File: config.mk
export PLATFORM = sky130hd
export DESIGN_NAME = vote_session_ctrl
export DESIGN_NICKNAME = d
export VERILOG_FILES = /design/src/rtl/vote_pkg.sv /design/src/rtl/btn_debounce.sv /design/src/rtl/vote_session_ctrl.sv
export SDC_FILE = /design/constraint.sdc
export NUM_CORES = 1
export LEC_CHECK = 0
export CAP_MARGIN = 5
export CORE_UTILIZATION = 60
export CTS_BUF_LIST = sky130_fd_sc_hd__clkbuf_16
export CTS_CLUSTER_DIAMETER = 100
export DETAILED_ROUTE_END_ITERATION = 10
export HOLD_SLACK_MARGIN = 0.03
export MAX_ROUTING_LAYER = met4
export PLACE_DENSITY = 0.83
export SYNTH_ARGS = -nofsm -noshare
export SYNTH_HDL_FRONTEND = slang
export SYNTH_SLANG_ARGS = --single-unit
File: constraint.sdc
create_clock -name clk -period 3.25 [get_ports clk]
set_input_delay 0.65 -clock clk [delete_from_list [all_inputs] [get_ports clk]]
set_output_delay 0.65 -clock clk [all_outputs]
set_load 0.02 [all_outputs]
File: src/rtl/vote_pkg.sv
// vote_pkg: shared state encodings, mode constants and default sizing for the ballot sequencer
package vote_pkg;
  localparam int N_CAND_DEF = 4;
  localparam logic [2:0] ST_IDLE         = 3'd0;
  localparam logic [2:0] ST_ARMED        = 3'd1;
  localparam logic [2:0] ST_CAST         = 3'd2;
  localparam logic [2:0] ST_RELEASE_WAIT = 3'd3;
  localparam logic [2:0] ST_RESULT       = 3'd4;
  localparam logic MODE_VOTE   = 1'b0;
  localparam logic MODE_RESULT = 1'b1;
endpackage

File: src/rtl/btn_debounce.sv
// btn_debounce: 2-flop synchroniser, stability counter, debounced level and rise strobe for one button
module btn_debounce #(
  parameter int DEBOUNCE_CYCLES = 16
) (
  input  logic clk,
  input  logic rst_n,
  input  logic btn_i,
  output logic level_o,
  output logic rise_o
);
  localparam int CW = $clog2(DEBOUNCE_CYCLES) + 1;
  logic [1:0]    sync_q;
  logic [CW-1:0] cnt_q, cnt_d;
  logic          level_q, level_d, rise_q, rise_d, differ, flip;
  // level flips once the synchronised sample has disagreed with it DEBOUNCE_CYCLES times in a row
  always_comb begin
    differ  = sync_q[1] != level_q;
    flip    = differ && (cnt_q == CW'(DEBOUNCE_CYCLES - 1));
    cnt_d   = (!differ || flip) ? '0 : cnt_q + CW'(1);
    level_d = flip ? ~level_q : level_q;
    rise_d  = flip & ~level_q;
  end
  // synchroniser, counter, level and strobe registers
  always_ff @(posedge clk or negedge rst_n) begin
    if (!rst_n) begin
      sync_q  <= '0;
      cnt_q   <= '0;
      level_q <= 1'b0;
      rise_q  <= 1'b0;
    end else begin
      sync_q  <= {sync_q[0], btn_i};
      cnt_q   <= cnt_d;
      level_q <= level_d;
      rise_q  <= rise_d;
    end
  end
  assign level_o = level_q;
  assign rise_o  = rise_q;
endmodule

File: src/rtl/vote_session_ctrl.sv
// vote_session_ctrl: ballot sequencer allowing one debounced, unambiguous vote per officer arm
module vote_session_ctrl
  import vote_pkg::*;
#(
  parameter int N_CAND          = N_CAND_DEF,
  parameter int DEBOUNCE_CYCLES = 16,
  parameter int ARM_TIMEOUT     = 1000
) (
  input  logic              clk,
  input  logic              reset,
  input  logic              arm,
  input  logic              result_req,
  input  logic [N_CAND-1:0] cand_btn,
  output logic [N_CAND-1:0] vote_pulse,
  output logic              ballot_done,
  output logic              err_multi,
  output logic              armed,
  output logic              mode,
  output logic [N_CAND-1:0] disp_sel,
  output logic [2:0]        state_o
);
  localparam int TW = $clog2(ARM_TIMEOUT);
  logic [N_CAND-1:0] lvl, rise;
  logic [1:0]        arm_sync_q, req_sync_q;
  logic              arm_prev_q, arm_rise;
  logic [2:0]        state_q, state_d;
  logic [TW-1:0]     timer_q, timer_d;
  logic [N_CAND-1:0] vote_q, vote_d, disp_q;
  logic              done_q, done_d, err_q, err_d, armed_q, mode_q;
  logic              multi, others_busy, valid, ambiguous;
  for (genvar i = 0; i < N_CAND; i++) begin : g_btn
    btn_debounce #(.DEBOUNCE_CYCLES(DEBOUNCE_CYCLES)) u_db (
      .clk    (clk),
      .rst_n  (reset),
      .btn_i  (cand_btn[i]),
      .level_o(lvl[i]),
      .rise_o (rise[i])
    );
  end
  // press arbitration: a vote needs exactly one rise and no other button already down
  always_comb begin
    multi       = (rise & (rise - N_CAND'(1))) != '0;
    others_busy = |(lvl & ~rise);
    valid       = |rise && !multi && !others_busy;
    ambiguous   = multi || (|rise && others_busy);
    arm_rise    = arm_sync_q[1] & ~arm_prev_q;
  end
  // ballot FSM with arm timer; err_multi is suppressed right after a previous pulse
  always_comb begin
    state_d = state_q;
    timer_d = timer_q;
    vote_d  = '0;
    done_d  = 1'b0;
    err_d   = 1'b0;
    case (state_q)
      ST_IDLE: begin
        if (arm_rise) begin
          state_d = ST_ARMED;
          timer_d = '0;
        end else if (req_sync_q[1]) begin
          state_d = ST_RESULT;
        end
      end
      ST_ARMED: begin
        timer_d = timer_q + TW'(1);
        if (valid) begin
          state_d = ST_CAST;
          vote_d  = rise;
          done_d  = 1'b1;
        end else begin
          err_d = ambiguous & ~err_q;
          if (timer_q == TW'(ARM_TIMEOUT - 1)) state_d = ST_IDLE;
        end
      end
      ST_CAST:         state_d = ST_RELEASE_WAIT;
      ST_RELEASE_WAIT: state_d = |lvl ? ST_RELEASE_WAIT : ST_IDLE;
      ST_RESULT:       state_d = req_sync_q[1] ? ST_RESULT : ST_IDLE;
      default:         state_d = ST_IDLE;
    endcase
  end
  // synchronisers, state and registered outputs
  always_ff @(posedge clk or negedge reset) begin
    if (!reset) begin
      arm_sync_q <= '0;
      req_sync_q <= '0;
      arm_prev_q <= 1'b0;
      state_q    <= ST_IDLE;
      timer_q    <= '0;
      vote_q     <= '0;
      done_q     <= 1'b0;
      err_q      <= 1'b0;
      armed_q    <= 1'b0;
      mode_q     <= MODE_VOTE;
      disp_q     <= '0;
    end else begin
      arm_sync_q <= {arm_sync_q[0], arm};
      req_sync_q <= {req_sync_q[0], result_req};
      arm_prev_q <= arm_sync_q[1];
      state_q    <= state_d;
      timer_q    <= timer_d;
      vote_q     <= vote_d;
      done_q     <= done_d;
      err_q      <= err_d;
      armed_q    <= state_d == ST_ARMED;
      mode_q     <= (state_d == ST_RESULT) ? MODE_RESULT : MODE_VOTE;
      disp_q     <= (state_d == ST_RESULT) ? lvl : '0;
    end
  end
  assign vote_pulse  = vote_q;
  assign ballot_done = done_q;
  assign err_multi   = err_q;
  assign armed       = armed_q;
  assign mode        = mode_q;
  assign disp_sel    = disp_q;
  assign state_o     = state_q;
endmodule
# Yosys cells after proc, flatten, opt, wreduce, memory -nomap -nowiden
# Index checks and enable logic that the tools add are counted.
# totals
ramBits	0
mem_bits_ro	0
regBits	66
input_bits	8
latch_bits	0
mem_count	0
# classes
multipliers	0
eq_ne	16
add_sub_neg	6
muxes	21
n_bitwise	15
order_cmp	0
div	0
n_shift	0
n_reduce_logical	25
# op_table
op	n
$add 5x1->5 const B	4
$eq 5x4->1 const B	4
$mux 5	4
$pmux 10 s2	1
$mux 3	5
$pmux 3 s5	1
$mux 4	3
$reduce_or 4->1	3
$add 10x1->10 const B	1
$eq 10x10->1 const B	1
$mux 10	1
$and 4x4->4	2
$logic_and 1x1->1	7
$and 1x1->1	6
$eq 3x1->1 const B	2
$eq 3x2->1 const B	2
$eq 3x3->1 const B	2
$logic_not 1->1	6
$not 1->1	6
$logic_or 1x1->1	5
$mux 1	5
$ne 1x1->1	4
$not 4->4	1
$reduce_bool 4->1	1
6 further kinds	6

# Longest topological paths before layout
# depth
ltp_word	10
mapped_depth	5

# Cells and area by module
# Synthesis repeated with hierarchy kept, for this count alone.
# unflattened
cells_unflattened	219
hier_area_um2	2625.0
# by_module_without_submodules
module	cells_each	area_per_inst_um2	n_inst	seq_area_each_um2
btn_debounce	27	350.3	4	225.2
vote_session_ctrl	111	1223.7	1	750.7

# Worst setup path before layout
# Ideal clock, no wire load.
# synth_timing
path_kind	register to register
startpoint	reg state_q[2], in the netlist state_o[2]
endpoint	reg timer_q[9]
slack_ns	1.484
t_arrival_ns	1.639
n_path_buf	1
stages_incl_launch_ff	6
t_required_ns	3.123
setup_time_ns	0.127
cell_sequence	dfrtp_1 > or3b_1 > buf_2 > or3_4 > o211ai_2 > o31ai_2
# synth_via
elab_chain_len	3
elab_cells_between_ends	6
classes_between	eq/ne: 2; mux: 1; reduce/logical: 3
# synth_rtl
item	line	rtl
from (decl)	vote_session_ctrl.sv:26	logic [2:0] state_q, state_d;
from (signal assigned)	vote_session_ctrl.sv:99	state_q <= state_d;
$eq 3x1->1 / $logic_not 3->1 (equally long branches)	vote_session_ctrl.sv:55	case (state_q)
$reduce_bool 2->1 (no source line) / $ne 2x2->1 (equally long branches)	n/a	
$reduce_and 2->1 (no source line)	n/a	
to (signal assigned)	vote_session_ctrl.sv:100	timer_q <= timer_d;
to (decl)	vote_session_ctrl.sv:27	logic [TW-1:0] timer_q, timer_d;
# Several ways; a longest one is shown, not always the timed one.
# A chain may end at the register's enable or synchronous reset.

# Final worst setup path
# layout_timing
startpoint	reg state_q[2], in the netlist state_o[2]
endpoint	out state_o[2]
# layout_lines
item	line	rtl
to (decl)	vote_session_ctrl.sv:20	output logic [2:0] state_o
# No word-level cell between the ends.

==> impl_metrics.yaml <==
timing:
  period_share_pct: 62.71
  rsz0062_at_grt: "false"
  setup_viol: 0
  max_slew_margin_pct: 65.16
  post-route-min-period_ns: 2.038
  whs_ns: 0.1993
  worst_pin_slew_ns: 0.5186
  hold_violations: 0
  final-max-slew-violation-count: 0
  clock_skew_ns: 0.007539
  fmax_mhz: 490.7
  setup_tns_ns: 0
power:
  leakage_nw: 1.524
  p_int_mw: 1.641
  switching_share_pct: 24.37
  pwr-share-clk_pct: 46.5
  switchingPower_mw: 0.5289
  p_per_area_mw_per_mm2: 681.5
  p_seq_share_pct: 42.6
  peakVddDrop_v: 0.0005450
  p_comb_share_pct: 10.9
global_routing:
  grt_antenna_before_repair: 0
  grt_pass1_vias: 1596
  grt_max_degree: 35
  gr-total-overflow: 0
  grt_use_total_pct: 23.49
  grt_pass1_wl_um: 7127
final_layout:
  fin_nets: 267
  antenna_cells: 0
  syn2layout_area_growth_pct: 23.54
  design_area_mm2: 0.003184
  drive_gt1_share_pct: 10.59
  fin_util_pct: 78.48
  stdcell_count: 305
worst_setup_path:
  path_cells: "clkdlybuf4s50_1"
  path_max_fanout: 5
  cp_slowest_stage_delay_ns: 0.66
  reg2reg_to: "state_o[0]"
  worst-path-buf-inv: 1
  crit_type: "register to output pin"
  reg2regPathDepth: 5
  crit_family: "buffers and inverters"
  cp_slowest_cell: "clkdlybuf4s50_1"
  cp-end-kind: "output pin"
  reg2reg_slack_ns: 1.39
  required_ns: 2.60
  start_kind: "register"
  arrival_ns: 1.39
  rr_startpoint: "timer_q[0]"
route:
  vias: 1640
  routed_wl_um: 4289
  drc: 0
  drt_iter0_drc: 122
  drt_pre_antenna_iters: 4
  wire_per_inst_um: 14.06
  ant_nets: 0
  via_per_inst: 5.377
synth:
  synth-main-ff-cell: "dfrtp_1"
  syn_inst: 216
  synth_edf_count: 0
  synth.most_common_cell: "dfrtp_1"
  synth-seq-cells: 66
  netlist_top_cells_count: "dfrtp_1, nor2_1, nand2_1"
  syn_area_mm2: 0.002577
  syn_area_per_cell_um2: 11.93
  seq_area_frac_synth_pct: 64.08
  yosys-top-cells-area: "dfrtp_1, ha_1, nor2_1, xor2_1, nand2_1"
  synth_top_area_share_pct: 64.08
  synth_cell_type_count: 32
  synth_nets: 233
  yosysTopAreaCell: "dfrtp_1"
  yosys_warnings: 0
  async_flop_share_pct: 100.0
run_status:
  status: "complete, no violations"
clock_network:
  cts_tree: "yes"
  htreeDepth: 3
  postCtsHoldBufs: 0
  cts_buffers: 9
  clkLatencyLatePin_ns: 0.33
  cts_setup_buffers: 0
  clockBufferDepth: 2
  cts.clk_slew.worst_paths_ns: 0.05
  cts_sinks: 66
  cts-root-buf: "clkbuf_16"
  cts_resized: 0
placement:
  portBuffers: 22
  hpwl_um: 2688
  dp.cells: 289
  globalplace.congestion: 0.8280
  dpl_cell_area_mm2: 0.002865
die:
  die-area_mm2: 0.004562
  io-pin-count: 23
  initial_utilization_pct: 63.52
  die_h_um: 67.54
  rows: 23
  core_mm2: 0.004058
  die_width_um: 67.54
flow_run:
  max_cap_violations: 0
hold_path:
  hp-class: "primary input to async pin"
==> worst max path at each step <==
| stage | startpoint | to | slack (ns) | cells past startpoint |
|---|---|---|---|---|
| final | state_o[2] | state_o[2] | 1.21 | 1 |
| after global routing | state_o[2] | state_o[2] | 1.17 | 1 |
| after CTS | state_o[2] | state_o[2] | 1.22 | 1 |
| after detailed placement | timer_q[0] | state_o[0] | 1.48 | 5 |
| after global placement | timer_q[0] | state_o[0] | 1.51 | 5 |
| after floorplan | state_o[2] | timer_q[9] | 1.48 | 5 |
==> logic make-up (layout without fill, tap and decap cells) <==
group                      after synthesis  in the layout  synth area share (%)
buffers and inverters                   10             49                 1.505
muxes                                    5              5                 2.087
xor gates and xnor gates                12             12                 4.078
AOI/OAI and AO/OA                       19             19                 4.854
adders and majority gates                9              9                 4.369
and+or+nand+nor                         95             95                 19.03
DFF                                     66             66                 64.08
==> flip-flops by register name, summed over array words and instances (netlist names), 2 cells and up <==
register / count
vote_pulse: 4
g_btn.u_db.sync_q: 8
arm_sync_q: 2
g_btn.u_db.cnt_q: 20
g_btn.u_db.level_o: 4
state_o: 3
timer_q: 10
g_btn.u_db.rise_o: 4
req_sync_q: 2
disp_sel: 4
==> stage by stage <==
step | worst slack, ns | power (mW)
finish | 1.212 | 2.170
global route | 1.165 | 2.259
CTS | 1.219 | 2.186
detailed placement | 1.481 | 1.168
global placement | 1.507 | 1.161
floorplan | 1.484 | 1.075
==> area by class of cell <==
cell class / instances / area [um^2]
well taps: 50 / 62.56
inverters: 9 / 33.78
flip-flops and latches: 66 / 1652
multi-input cells: 140 / 887.1
clock buffers: 9 / 225.2
repair buffers: 24 / 230.2
fillers: 240 / 873.3
clock inverters: 7 / 93.84
==> power by group through the flow <==
stage,registers (mW),logic (mW),clock network [mW]
2_1_floorplan,0.950,0.125,0
4_1_cts,0.923,0.239,1.02
3_5_place_dp,0.936,0.232,0
6_report,0.924,0.236,1.01
5_1_grt,0.929,0.272,1.06
3_3_place_gp,0.932,0.229,0
==> per-layer routing <==
layer	vias up	share of wire [%]	track usage [%]
li1	803	-	-
met4	0	3.4	15.96
met2	55	48	36.26
met3	21	3.7	5.743
met1	761	45	26.90
met5	-	0	-
==> placed cells by master (no fill, tap or decap), types with 2 or more instances in the layout <==
| master | count |
|---|---|
| nand4_1 | 2 |
| and3_1 | 5 |
| xnor2_1 | 4 |
| nand2_1 | 17 |
| a21oi_1 | 2 |
| inv_1 | 9 |
| o21ai_0 | 8 |
| mux2_2 | 3 |
| nor2_1 | 28 |
| clkdlybuf4s50_1 | 21 |
| a211oi_1 | 2 |
| dfrtp_1 | 66 |
| nand3_1 | 8 |
| bufinv_16 | 2 |
| a31oi_1 | 3 |
| buf_4 | 2 |
| nor3_1 | 7 |
| mux2i_1 | 2 |
| nand2b_1 | 10 |
| and3b_1 | 3 |
| xor2_1 | 8 |
| clkinv_2 | 2 |
| and2_1 | 7 |
| nor4_1 | 2 |
| clkbuf_16 | 9 |
| clkinvlp_4 | 2 |
| ha_1 | 9 |
Note: power is estimated with default switching activity, not from simulation.
==> patch 1, RTL diff (same settings) <==
Set the package constant `N_CAND_DEF` to 8 (it was 4).
--- a/src/rtl/vote_pkg.sv
+++ b/src/rtl/vote_pkg.sv
@@ -1,6 +1,6 @@
 // vote_pkg: shared state encodings, mode constants and default sizing for the ballot sequencer
 package vote_pkg;
-  localparam int N_CAND_DEF = 4;
+  localparam int N_CAND_DEF = 8;
   localparam logic [2:0] ST_IDLE         = 3'd0;
   localparam logic [2:0] ST_ARMED        = 3'd1;
   localparam logic [2:0] ST_CAST         = 3'd2;
Interface: changed (resized cand_btn, disp_sel and vote_pulse); port bits go from 23 to 35. The function was not compared with the original's and may differ.
==> patch 1 against the unedited design <==
Setup slack worse by 300 ps; final cell count is 69% higher; total power is 28% higher; critical path type is now reg2reg; largest power group is now sequential cells; sequential cell count is 44 higher; routed wire length is 57% higher; register-to-register slack worse by 480 ps; synthesized cell count is 71% higher; largest cell class unchanged; design area is 58% higher; core utilization is 5.4 points lower; clock power hardly changed; worst hold slack better by 150 ps; sequential share of layout area is 3.0 points higher; area after synthesis is 67% higher; fmax is 13% lower.
==> patch 1: results (changes against the unedited design) <==
Peak supply drop: 0.386 mV (was 0.545 mV)
Fin crit share: 71.9% (was 62.7%)
Adder-cell share of the synthesized area: 5.19% (was 4.37%)
Status: finished, final reports clean (unchanged)
Drt first-iter violations: 153 (was 122)
WL met2: 3.26 mm (was 2.08 mm)
Terminus of the critical flop-to-flop path: vote_pulse[7] (was state_o[0])
Power Density: 555 mW/mm^2 (was 681 mW/mm^2)
Hold Slack: 351 ps (was 199 ps)
Combinational share of power: 10.0% (was 10.9%)
GRT Util Overall: 21.8% (was 23.5%)
Pleak: 2.41 nW (was 1.52 nW)
Dominant cells by area after synthesis: dfrtp_1 (64%), ha_1 (5.0%), nor2_1 (4.2%) (was dfrtp_1 (64%), ha_1 (4.4%), nor2_1 (4.1%))
Post-synth top cells: dfrtp_1 (110), nor2_1 (48), inv_1 (33) (was dfrtp_1 (66), nor2_1 (28), nand2_1 (17))
Met3 routed WL: 205 um (was 158 um)
Placer congestion estimate: 0.857 (was 0.828)
Hold Crit Class: reg2reg (was in2async)
Reg power frac: 53.8% (was 42.6%)
Critical path class: reg2reg (was reg2out)
Slowest CP cell: or4_1 (was clkdlybuf4s50_1)
Multiplexer share of the synthesized area: 0.233% (was 2.09%)
Global-route wire length before repair: 11.9 mm (was 7.13 mm)
Max-Slew Margin vs Limit: 44.0% (was 65.2%)
Flop2flop setup slack: 910 ps (was 1390 ps)
Share of cells above drive strength 1: 6.46% (was 10.6%)
Number of flip-flops under the largest register name: 40 (was 20)
GR Util met1: 27.2% (was 26.9%)
Mapped Cells: 370 (was 216)
PortBufs: 34 (was 22)
R2R Path Start: g_btn[0].u_db.rise_o (was timer_q[0])
Switch share: 25.6% (was 24.4%)
Power, Total: 2.79 mW (was 2.17 mW)
Placed Instances: 498 (was 289)
CP Data Required Time: 3520 ps (was 2600 ps)
Critical path's top delay family: simple AND/OR/NAND/NOR gates (was buffers and inverters)
Top Consumer: sequential cells (was the clock network)
Synth Net Count: 399 (was 233)
Fillers: 447 (was 240)
Pre-CTS setup slack: 924 ps (was 1480 ps)
Via density: 5.04 (was 5.38)
CP Max Fanout: 10 (was 5)
Area post-placement: 0.00474 mm^2 (was 0.00287 mm^2)
Max incr delay on CP: 750 ps (was 660 ps)
Post-Synth XOR/XNOR Area: 4.90% (was 4.08%)
DP Wirelength: 4.69 mm (was 2.69 mm)
WL met1: 3.18 mm (was 1.91 mm)
Sequential cell area fraction in the yosys report: 64.1% (about the same)
Clock-pin transition on the worst setup and hold timing paths: 70 ps (was 50 ps)
## patch 1: worst max-delay path by stage
stage | from | endpoint | depth (start not counted)
after floorplan | g_btn[1].u_db.rise_o | vote_pulse[6] | 6
after global routing | g_btn[0].u_db.rise_o | vote_pulse[3] | 5
after CTS | g_btn[0].u_db.rise_o | vote_pulse[7] | 5
after detailed placement | g_btn[0].u_db.rise_o | vote_pulse[7] | 5
final | g_btn[0].u_db.rise_o | vote_pulse[7] | 5
after global placement | g_btn[1].u_db.rise_o | vote_pulse[3] | 5
## patch 1: cell type report
class | count | share of cell area, %
clock buffers | 9 | 4.49
multi-input cells | 223 | 27.8
flip-flops and latches | 110 | 54.8
clock inverters | 7 | 0.997
repair buffers | 36 | 7.03
inverters | 33 | 2.47
well taps | 96 | 2.39
==> patch 2, RTL diff (config.mk and constraints unchanged) <==
Made on the original files. Register the output `err_multi` once more, cleared by the reset; this adds one clock of latency there. The other outputs are not delayed to match.
--- a/src/rtl/vote_session_ctrl.sv
+++ b/src/rtl/vote_session_ctrl.sv
@@ -108,7 +108,13 @@
   end
   assign vote_pulse  = vote_q;
   assign ballot_done = done_q;
-  assign err_multi   = err_q;
+  always_ff @(posedge clk or negedge reset) begin
+    if (!reset) begin
+      err_multi <= '0;
+    end else begin
+      err_multi <= err_q;
+    end
+  end
   assign armed       = armed_q;
   assign mode        = mode_q;
   assign disp_sel    = disp_q;
Function: no difference found for any inputs over 10 cycles, from zero or initial values and one cycle with reset low; that may be too few to reach the edited logic, so the function may still have changed.
==> patch 2 against the unedited design <==
Total power grew 4.0%; non-clock buffer count is the same; setup slack gained 8.1 ps; sequential cell count grew 1; count of clock-buffer cells in the layout is the same; register-to-register slack lost 160 ps; via count grew 0.67%; design area grew 1.2%; first-iteration DRC count shrank 17%; routed wire length grew 2.4%; fmax grew 0.40%; area after synthesis grew 0.53%; worst hold slack gained 22 ps; critical path type unchanged; largest power group unchanged.
==> patch 2: results (changes against the unedited design) <==
Status: finished, final reports clean (unchanged)
Skew final: 5.90 ps (was 7.54 ps)
Fillers: 243 (was 240)
Multiplexer share of the synthesized area: 2.46% (was 2.09%)
Final Slew Violations: 0 (unchanged)
Number of global-route vias before repair: 1540 (was 1596)
CTS resizes: 0 (unchanged)
DP Wirelength: 2.75 mm (was 2.69 mm)
Adder-cell share of the synthesized area: 4.35% (was 4.37%)
Hold Crit Class: in2async (unchanged)
Share of cells above drive strength 1: 8.24% (was 10.6%)
Largest net degree at the start of global routing: 33 (was 35)
Critical path's top delay family: buffers and inverters (unchanged)
CP Launch Point: state_o[1] (was state_o[2])
Post-synth top cells: dfrtp_1 (67), nor2_1 (29), nand2_1 (15) (was dfrtp_1 (66), nor2_1 (28), nand2_1 (17))
CP endpoint: state_o[1] (was state_o[2])
Compound-Gate Fraction of Synth Area: 4.64% (was 4.85%)
GRT Util Overall: 23.2% (was 23.5%)
Worst-skew pair later-pin latency: 330 ps (about the same)
Post-CTS Hold Buffers: 0 (unchanged)
Area post-placement: 0.00288 mm^2 (was 0.00287 mm^2)
Dominant cells by area after synthesis: dfrtp_1 (65%), ha_1 (4.3%), nor2_1 (4.2%) (was dfrtp_1 (64%), ha_1 (4.4%), nor2_1 (4.1%))
Post-Synth XOR/XNOR Area: 4.39% (was 4.08%)
Vias: 1651 (was 1640)
TritonRoute pass-1 iters: 4 (unchanged)
Final Net Count: 267 (unchanged)
Ys Warns: 0 (unchanged)
Post-synthesis async set-or-reset flop share: 100% (unchanged)
Global-route wire length before repair: 7.04 mm (was 7.13 mm)
PortBufs: 22 (unchanged)
Terminus of the critical flop-to-flop path: timer_q[9] (was state_o[0])
Slew @ Worst Pin: 692 ps (was 519 ps)
Synth unique cells: 33 (was 32)
Peak supply drop: 0.520 mV (was 0.545 mV)
DRT Wirelength: 4.39 mm (was 4.29 mm)
Flop2flop setup slack: 1230 ps (was 1390 ps)
Sequential cell area fraction in the yosys report: 64.7% (was 64.1%)
R2R depth: 4 (was 5)
Placer congestion estimate: 0.855 (was 0.828)
Pleak: 1.54 nW (was 1.52 nW)
Drt first-iter violations: 101 (was 122)
patch 2: metal layers:
layer	global-route usage, %	vias up	share of wire, %
li1	-	802	-
met1	28.1	804	47
met2	34.0	37	46
met3	8.28	8	4.3
met4	12.0	0	2.1
met5	-	-	0
patch 2: layout make-up:
type | count | area share [%]
timing repair buffer | 24 | 7.15
tap | 50 | 1.94
multi-input combinational | 139 | 27.2
inverter | 9 | 1.05
sequential | 67 | 52.0
clock inverter | 7 | 3.61
clock buffer | 9 | 6.99
patch 2: through the flow:
step | utilization (%) | setup WS, ps | instances | hold WS, ps
floorplan | - | 1410 | 216 | 331
global placement | 70.5 | 1290 | 289 | 332
detailed placement | 70.5 | 1250 | 289 | 336
CTS | 78.8 | 1210 | 305 | 220
global route | 78.8 | 1170 | 305 | 241
finish | 78.8 | 1220 | 305 | 222
patch 2: where the power goes:
part           switching, mW  internal [mW]
clock                  0.339          0.745
combinational          0.140         0.0965
sequential            0.0446          0.892
